==> config.mk <==
export PLATFORM = sky130hd
export DESIGN_NAME = light_phase_sequencer
export DESIGN_NICKNAME = d
export VERILOG_FILES = /design/src/rtl/light_phase_sequencer.sv
export SDC_FILE = /design/constraint.sdc
export NUM_CORES = 1
export LEC_CHECK = 0
export BUFFER_PORTS_ARGS = -buffer_cell sky130_fd_sc_hd__buf_2
export CELL_PAD_IN_SITES_DETAIL_PLACEMENT = 1
export CELL_PAD_IN_SITES_GLOBAL_PLACEMENT = 1
export CORE_ASPECT_RATIO = 1.2
export CORE_MARGIN = 5
export CORE_UTILIZATION = 33
export CTS_CLUSTER_SIZE = 28
export DETAILED_ROUTE_END_ITERATION = 6
export PLACE_DENSITY_LB_ADDON = 0.08
export SLEW_MARGIN = 20
export SYNTH_ARGS = -nofsm -noshare
export SYNTH_HDL_FRONTEND = slang
export SYNTH_SLANG_ARGS = --single-unit
==> constraint.sdc <==
create_clock -name clk -period 2.56 [get_ports clk]
set_clock_uncertainty 0.15 [all_clocks]
set_input_delay 0.512 -clock clk [delete_from_list [all_inputs] [get_ports clk]]
set_output_delay 0.512 -clock clk [all_outputs]
set_load 0.01 [all_outputs]
==> src/rtl/light_phase_sequencer.sv <==
// light_phase_sequencer
//   Converts the green-lane selection and green length coming from DayTime
//   into per-lane signal heads, cycling GREEN -> YELLOW -> ALL_RED.
//   Owns the phase countdown and raises isZero at each ALL_RED expiry so
//   DayTime advances to the next lane pair.
//
//   The FSM state is visible on the 'phase' output (0=ALL_RED, 1=GREEN,
//   2=YELLOW), and the countdown is visible on 'remaining'. Together they
//   give checkers the full control state without extra debug ports.
//
//   There is no valid/ready handshake on this block. laneReq/loadTimer are
//   treated as "always presented" and are consumed only on the clk edge
//   where tick=1 and the ALL_RED countdown expires. The isZero pulse is
//   registered, so it is high during the clk that follows that consume edge.
//   This is the cycle in which DayTime sees it and advances. If the request
//   was valid, the phase has already become GREEN in that cycle.
module light_phase_sequencer #(
    parameter int YELLOW_TIME = 3,   // yellow length in ticks (1..127)
    parameter int RED_TIME    = 2,   // all-red clearance length in ticks (1..127)
    parameter int MIN_GREEN   = 5    // floor on the requested green length (1..127)
) (
    input  logic       clk,
    input  logic       rst,
    input  logic       tick,
    input  logic [7:0] laneReq,
    input  logic [6:0] loadTimer,
    output logic       isZero,
    output logic [7:0] green,
    output logic [7:0] yellow,
    output logic [7:0] red,
    output logic [1:0] phase,
    output logic [6:0] remaining,
    output logic       badReq
);

    typedef enum logic [1:0] {
        ALL_RED = 2'd0,
        GREEN   = 2'd1,
        YELLOW  = 2'd2
    } phaseT;

    localparam logic [6:0] YELLOW_LEN = 7'(YELLOW_TIME);
    localparam logic [6:0] RED_LEN    = 7'(RED_TIME);
    localparam logic [6:0] MIN_LEN    = 7'(MIN_GREEN);

    // Registered state and its next-state values
    phaseT      phaseQ, phaseD;
    logic [6:0] remainingQ, remainingD;
    logic [7:0] activeQ, activeD;
    logic       badReqQ, badReqD;
    logic       isZeroQ, isZeroD;

    // Helper decodes of the inputs, used only at the ALL_RED expiry edge
    logic       laneValid;
    logic [6:0] greenLen;
    logic       expire;

    // A lane request is legal only when it selects exactly one lane pair
    assign laneValid = (laneReq == 8'h03) || (laneReq == 8'h0C) ||
                       (laneReq == 8'h30) || (laneReq == 8'hC0);

    // Short green requests are raised to the minimum green length
    assign greenLen = (loadTimer < MIN_LEN) ? MIN_LEN : loadTimer;

    // The current phase ends on the tick that sees one (or zero) ticks left
    assign expire = tick && (remainingQ <= 7'd1);

    // Next-state logic: count down on tick, and change phase on expiry
    always_comb begin
        phaseD     = phaseQ;
        remainingD = remainingQ;
        activeD    = activeQ;
        badReqD    = badReqQ;
        isZeroD    = 1'b0;

        if (tick) begin
            if (!expire) begin
                remainingD = remainingQ - 7'd1;
            end else begin
                case (phaseQ)
                    ALL_RED: begin
                        // DayTime advance strobe, pulsed on every expiry
                        isZeroD = 1'b1;
                        if (laneValid) begin
                            activeD    = laneReq;
                            phaseD     = GREEN;
                            remainingD = greenLen;
                        end else begin
                            // Never drive an illegal head pattern; hold
                            // all-red for another clearance period instead
                            activeD    = 8'h00;
                            badReqD    = 1'b1;
                            phaseD     = ALL_RED;
                            remainingD = RED_LEN;
                        end
                    end
                    GREEN: begin
                        phaseD     = YELLOW;
                        remainingD = YELLOW_LEN;
                    end
                    YELLOW: begin
                        phaseD     = ALL_RED;
                        remainingD = RED_LEN;
                        activeD    = 8'h00;
                    end
                    default: begin
                        // Encoding 3 is unused; recover to a safe all-red
                        phaseD     = ALL_RED;
                        remainingD = RED_LEN;
                        activeD    = 8'h00;
                    end
                endcase
            end
        end
    end

    // State register with synchronous reset that has priority over tick
    always_ff @(posedge clk) begin
        if (rst) begin
            phaseQ     <= ALL_RED;
            remainingQ <= RED_LEN;
            activeQ    <= 8'h00;
            badReqQ    <= 1'b0;
            isZeroQ    <= 1'b0;
        end else begin
            phaseQ     <= phaseD;
            remainingQ <= remainingD;
            activeQ    <= activeD;
            badReqQ    <= badReqD;
            isZeroQ    <= isZeroD;
        end
    end

    // Head decode from registers only. Green and yellow are never both
    // active, and red covers every lane that is neither green nor yellow.
    assign green     = (phaseQ == GREEN)  ? activeQ : 8'h00;
    assign yellow    = (phaseQ == YELLOW) ? activeQ : 8'h00;
    assign red       = ~(green | yellow);
    assign phase     = phaseQ;
    assign remaining = remainingQ;
    assign badReq    = badReqQ;
    assign isZero    = isZeroQ;

endmodule

==> results.yml, run 1 <==
sta:
  fin_crit_sh: 0.9048
  setup_slack_ns: 0.2438
  fin_setup_tns_ns: 0
  slew_headroom: 0.6051
  fmax_mhz: 431.7
  rsz0062_at_grt: "false"
  slew_violations: 0
  period_needed_ns: 2.316
  worstMarginPinSlew_ns: 0.5879
  whs_ns: 0.3313
  hold_viol: 0
  setup_viol: 0
cells_and_area:
  area_delta_synth_final_pct: 31.26
  multi_input_area_sq_um: 812.0
  final_cell_mix: "52 x buf_2, 19 x dfxtp_1, 17 x nor2_1, 17 x a21oi_1, 16 x and2_1"
  drive_gt1_frac: 0.3365
  finalNetCount: 229
  insertedDiodeCount: 0
  mostFrequentLayoutCell: "buf_2"
  regArea_sq_um: 380.4
  fillers: 452
  fin_area_sq_mm: 0.001634
power:
  powerDensity_mw_per_mm2: 412.8
  ir_drop_v: 0.0002314
  p_leak_nw: 0.7054
floorplanning:
  io_pins: 53
  die_w_um: 66.07
  dieHeight_um: 77.29
  core-area_sq_mm: 0.003633
  die-area_sq_mm: 0.005106
  rows: 24
  initial_core_util: 0.3426
critical_path:
  reg2reg_from: "remaining[2]"
  cp.required_ns: 2.55
  rr_endpoint: "activeQ[5]"
  crit_path_max_incr_delay_ns: 0.57
  worstPathArrival_ns: 2.30
  path_class: "in2reg"
  cp-start-kind: "input pin"
  end_kind: "flip-flop"
  cp_cell_sequence: "buf_2 -> or4_1 -> a2111oi_2 -> buf_4 -> o22ai_1 -> a2111oi_0"
  cpMaxStageDelayCell: "or4_1"
  worst-path-max-fanout: 11
  ff2ff_path_depth: 4
  reg2reg_slack_ns: 0.28
clock_tree:
  cts_setup_buffers: 0
  cts_hold_buffers: 0
  cts_resized: 0
  insertion_delay_ns: 0.25
  cts.sinks: 19
  cts_tree: "yes"
  cts.htree.levels: 1
  cts_root_buffer: "clkbuf_8"
  cts_buffers: 3
  clockBufferDepth: 2
  cts.clk_slew.worst_paths_ns: 0.07
global_route:
  grt_max_degree: 20
  grt_overflow_total: 0
  antenna_found_initial: 0
  grt_pass1_vias: 1493
  grt_usage: 0.1692
  grt_pass1_wl_mm: 6.872
yosys:
  syn_nets: 172
  yosys-top-cells-area: "dfxtp_1 31%, and2_1 8.0%, a21oi_1 6.8%, nor2_1 5.1%, o21ai_0 4.4%"
  syn_area_per_cell_sq_um: 8.190
  yosysSeqAreaShare: 0.3055
  ys_types: 40
  yosysTopAreaCell: "dfxtp_1"
  ys_warn_count: 0
  syn_inst: 152
  syn_area_sq_mm: 0.001245
  synth_top_area_frac: 0.3055
  synth_seq_cells: 19
detailed_routing:
  vias: 1379
  drc: 0
  drt_iter0_markers: 34
  dr.pass1.iters: 4
  drt_wl_total_mm: 4.249
  ant_nets: 0
  via_per_inst: 5.304
  wl_per_cell_um: 16.34
placed_design:
  portBuffers: 52
  hpwl_mm: 3.423
  dpl-instance-area_sq_mm: 0.001589
  gp_congestion: 0.9087
  place_ws_ns: -0.04872
outcome:
  status: "complete, no violations"
hold_path:
  min_path_cells: 1
  min_to: "badReq"
  min_from: "badReq"
  holdCritPathClass: "reg2reg"
run:
  drv_cap: 0
## sequential cells by signal (all words and copies together), names as in the netlist
signal and count:
isZero 1, badReq 1, activeQ 8, remaining 7, phase 2
## worst max-delay path by stage
stage | from | to | slack (ns) | depth (start not counted)
after detailed placement | laneReq[0] | remaining[0] | -0.05 | 6
final | laneReq[0] | remaining[0] | 0.24 | 6
after global placement | laneReq[0] | remaining[0] | 0.12 | 6
after CTS | remaining[2] | activeQ[5] | 0.23 | 4
after floorplan | laneReq[0] | remaining[4] | 0.28 | 5
after global routing | remaining[2] | activeQ[3] | 0.11 | 4
## stage by stage
step,instances,util,power (mW)
final,260,0.4497,0.6745
after floorplan,152,-,0.4137
after CTS,260,0.4497,0.6813
after detailed placement,256,0.4373,0.4701
after global placement,256,0.4373,0.4617
after global routing,260,0.4497,0.7122
## critical path: cells and delay by family
kind,cells,cell delay [ns]
AO/OA/AOI/OAI,3,0.86
buffers and inverters,2,0.37
AND/OR/NAND/NOR,1,0.57
## routing by layer
| metal | up-vias | share of wire | GRT usage |
|---|---|---|---|
| met3 | 4 | 0.052 | 0.03509 |
| met5 | - | 0 | 0 |
| met4 | 0 | 0.0089 | 0.05691 |
| met2 | 44 | 0.52 | 0.3190 |
| li1 | 680 | - | - |
| met1 | 651 | 0.41 | 0.1802 |
## cells in the mapped netlist
library cell	count
dfxtp_1	19
a21oi_1	17
nor2_1	17
and2_1	16
o21ai_0	11
o2111ai_1	6
inv_1	5
or4_1	5
clkbuf_1	4
nand2_1	4
o211ai_1	4
a2111oi_2	3
or4bb_1	3
a211oi_1	2
buf_4	2
ha_1	2
mux2i_1	2
nand2b_1	2
nor2b_1	2
nor3_1	2
nor4_1	2
o21a_1	2
o21ba_2	2
xnor2_1	2
a2111oi_0	1
a21o_1	1
a311oi_1	1
and3_1	1
buf_1	1
nand3_1	1
nand4_1	1
nand4bb_1	1
nor3_2	1
nor3b_1	1
nor4_4	1
nor4b_1	1
o211a_1	1
o21ai_2	1
o21bai_1	1
o22ai_1	1
## report_power, final
group / internal (mW) / switching, mW
clock network: 0.111 / 0.101
registers: 0.306 / 0.0190
logic: 0.0577 / 0.0799
total: 0.475 / 0.200
## logic make-up (layout without fill, tap and decap cells)
| kind of cell | count (synthesis) | after routing | synth area share |
|---|---|---|---|
| xor+xnor | 2 | 2 | 0.01407 |
| buf+inv | 12 | 68 | 0.04220 |
| fa+ha+maj | 2 | 2 | 0.02010 |
| compound gates | 54 | 54 | 0.3015 |
| mux | 2 | 2 | 0.01608 |
| simple gates | 61 | 61 | 0.3005 |
| flops | 19 | 19 | 0.3055 |
## cell type report
class / instances / share of cell area
Multi-Input combinational cell: 121 / 0.4969
Sequential cell: 19 / 0.2328
Timing Repair Buffer: 59 / 0.1914
Tap cell: 52 / 0.03982
Clock buffer: 4 / 0.02757
Inverter: 5 / 0.01149
(Power assumes the default switching activity.)
==> run 2, diff against run 1 <==
--- a/config.mk
+++ b/config.mk
@@ -5,14 +5,13 @@
 export SDC_FILE = /design/constraint.sdc
 export NUM_CORES = 1
 export LEC_CHECK = 0
-export BUFFER_PORTS_ARGS = -buffer_cell sky130_fd_sc_hd__buf_2
 export CELL_PAD_IN_SITES_DETAIL_PLACEMENT = 1
 export CELL_PAD_IN_SITES_GLOBAL_PLACEMENT = 1
 export CORE_ASPECT_RATIO = 1.2
-export CORE_MARGIN = 5
-export CORE_UTILIZATION = 33
+export CORE_UTILIZATION = 43
 export CTS_CLUSTER_SIZE = 28
 export DETAILED_ROUTE_END_ITERATION = 6
+export DONT_BUFFER_PORTS = 1
 export PLACE_DENSITY_LB_ADDON = 0.08
 export SLEW_MARGIN = 20
 export SYNTH_ARGS = -nofsm -noshare
==> constraint.sdc (replaced) <==
create_clock -name clk -period 2.56 [get_ports clk]
set_clock_uncertainty 0.15 [all_clocks]
set_input_delay 0.256 -clock clk [delete_from_list [all_inputs] [get_ports clk]]
set_output_delay 0.256 -clock clk [all_outputs]
set_load 0.01 [all_outputs]
==> results.yml, run 2 (synthesized netlist as in run 1, its figures left out) <==
detailed_routing:
  via_per_inst: 6.106
  drt_iter0_markers: 16
  ant_nets: 0
  m1WireLength_mm: 1.515
  drt_wl_total_mm: 3.536
  wl_per_cell_um: 17.86
  dr.max_layer_used: "met4"
  vias: 1209
  drc: 0
  dr_wl_met3_um: 204
  route.met2.wl_mm: 1.798
  dr.pass1.iters: 4
critical_path:
  reg2reg_from: "phase[1]"
  cp-start-kind: "flip-flop"
  cp-startpoint: "phase[1]"
  path_class: "reg2reg"
  worst-path-max-fanout: 11
  end_kind: "flip-flop"
  cp.required_ns: 2.59
  worstPathArrival_ns: 2.22
clock_tree:
  cts_tree: "yes"
  cts.htree.levels: 1
  cts.clk_slew.worst_paths_ns: 0.11
  insertion_delay_ns: 0.29
  cts_buffers: 3
  cts.sinks: 19
  clockBufferDepth: 2
  cts_resized: 0
  cts_root_buffer: "clkbuf_4"
  cts_setup_buffers: 0
power:
  pwr-share-comb: 0.196
  powerDensity_mw_per_mm2: 424.4
  p_seq_frac: 0.546
  power_switching_mw: 0.1770
  internal-power_mw: 0.4192
  swShare: 0.2969
  p_leak_nw: 0.5034
  ir_drop_v: 0.0002137
  power_mw: 0.5963
  clkPwrFrac: 0.257
floorplanning:
  die-area_sq_mm: 0.003116
  die_w_um: 51.12
  rows: 21
  io_pins: 53
  initial_core_util: 0.4512
  dieHeight_um: 60.95
  core-area_sq_mm: 0.002759
sta:
  worstMarginPinSlew_ns: 0.7747
  hold_viol: 0
  period_needed_ns: 2.192
  fmax_mhz: 456.3
  slew_headroom: 0.4818
  rsz0062_at_grt: "false"
  fin_crit_sh: 0.8561
  setup_viol: 0
  slew_violations: 0
  fin_setup_tns_ns: 0
cells_and_area:
  mostFrequentLayoutCell: "dfxtp_1"
  final_cell_mix: "19 x dfxtp_1, 17 x nor2_1, 17 x a21oi_1"
  layout.cells.non_filler: 198
  largest_reg_flops: 8
  insertedDiodeCount: 0
  drive_gt1_frac: 0.1280
  finalNetCount: 185
  top_register: "activeQ"
  fin_util: 0.5093
  area_delta_synth_final_pct: 12.86
hold_path:
  min_from: "laneReq[0]"
  holdCritPathClass: "in2reg"
outcome:
  status: "complete, no violations"
global_route:
  grt_usage: 0.2387
  grt_pass1_vias: 1163
  grt_pass1_wl_mm: 5.499
  antenna_found_initial: 0
  grt_max_degree: 20
  grt_overflow_total: 0
placed_design:
  gp_congestion: 0.8036
  place_inst: 189
  portBuffers: 0
  hpwl_mm: 2.718
run:
  drv_cap: 0
## run 2: area by class of cell
class                   instances  area, sq um
fillers                       349         1354
multi-input cells             121        812.0
flip-flops and latches         19        380.4
repair buffers                 15        125.1
well taps                      34        42.54
clock buffers                   4        26.28
inverters                       5        18.77
## run 2: path summary, 6_finish.rpt
| check | end | slack, ns | cells after the start |
|---|---|---|---|
| max | remaining[0] | 0.37 | 5 |
| min | activeQ[0] | 0.01 | 2 |
| max reg2reg | remaining[0] | 0.37 | 5 |
| min reg2reg | activeQ[3] | 0.34 | 2 |
## run 2: power groups by stage
stage | Sequential (mW) | Clock (mW) | Combinational [mW]
4_1_cts | 0.326 | 0.157 | 0.116
6_report | 0.326 | 0.154 | 0.117
3_5_place_dp | 0.332 | 0 | 0.105
2_1_floorplan | 0.333 | 0 | 0.0810
3_3_place_gp | 0.332 | 0 | 0.101
5_1_grt | 0.328 | 0.177 | 0.129
## run 2: layer usage
metal | track usage | up-vias
li1 | - | 594
met1 | 0.2777 | 578
met2 | 0.4417 | 35
met3 | 0.05263 | 2
met4 | 0.05952 | 0
met5 | 0 | -
## run 2: repair_timing
action                                 in CTS  in global routing
endpoints found under the hold margin      19                  1
setup endpoints to repair                   0                  0
hold buffers                                4                  1
## run 2: worst max-delay path: stages, from the launching register on
cell and delay [ns]:
dfxtp_1 0.32, or4_1 0.54, a2111oi_2 0.34, buf_4 0.24, o22ai_1 0.09, a2111oi_0 0.39
## run 2: through the flow
step / hold WS (ns) / cell area [sq um] / worst slack, ns
after floorplan: 0.2575 / 1245 / 0.4248
after global placement: 0.1773 / 1329 / 0.4421
after detailed placement: 0.1793 / 1329 / 0.3168
after CTS: 0.004479 / 1395 / 0.3463
after global routing: 0.006490 / 1405 / 0.2854
final: 0.01364 / 1405 / 0.3685
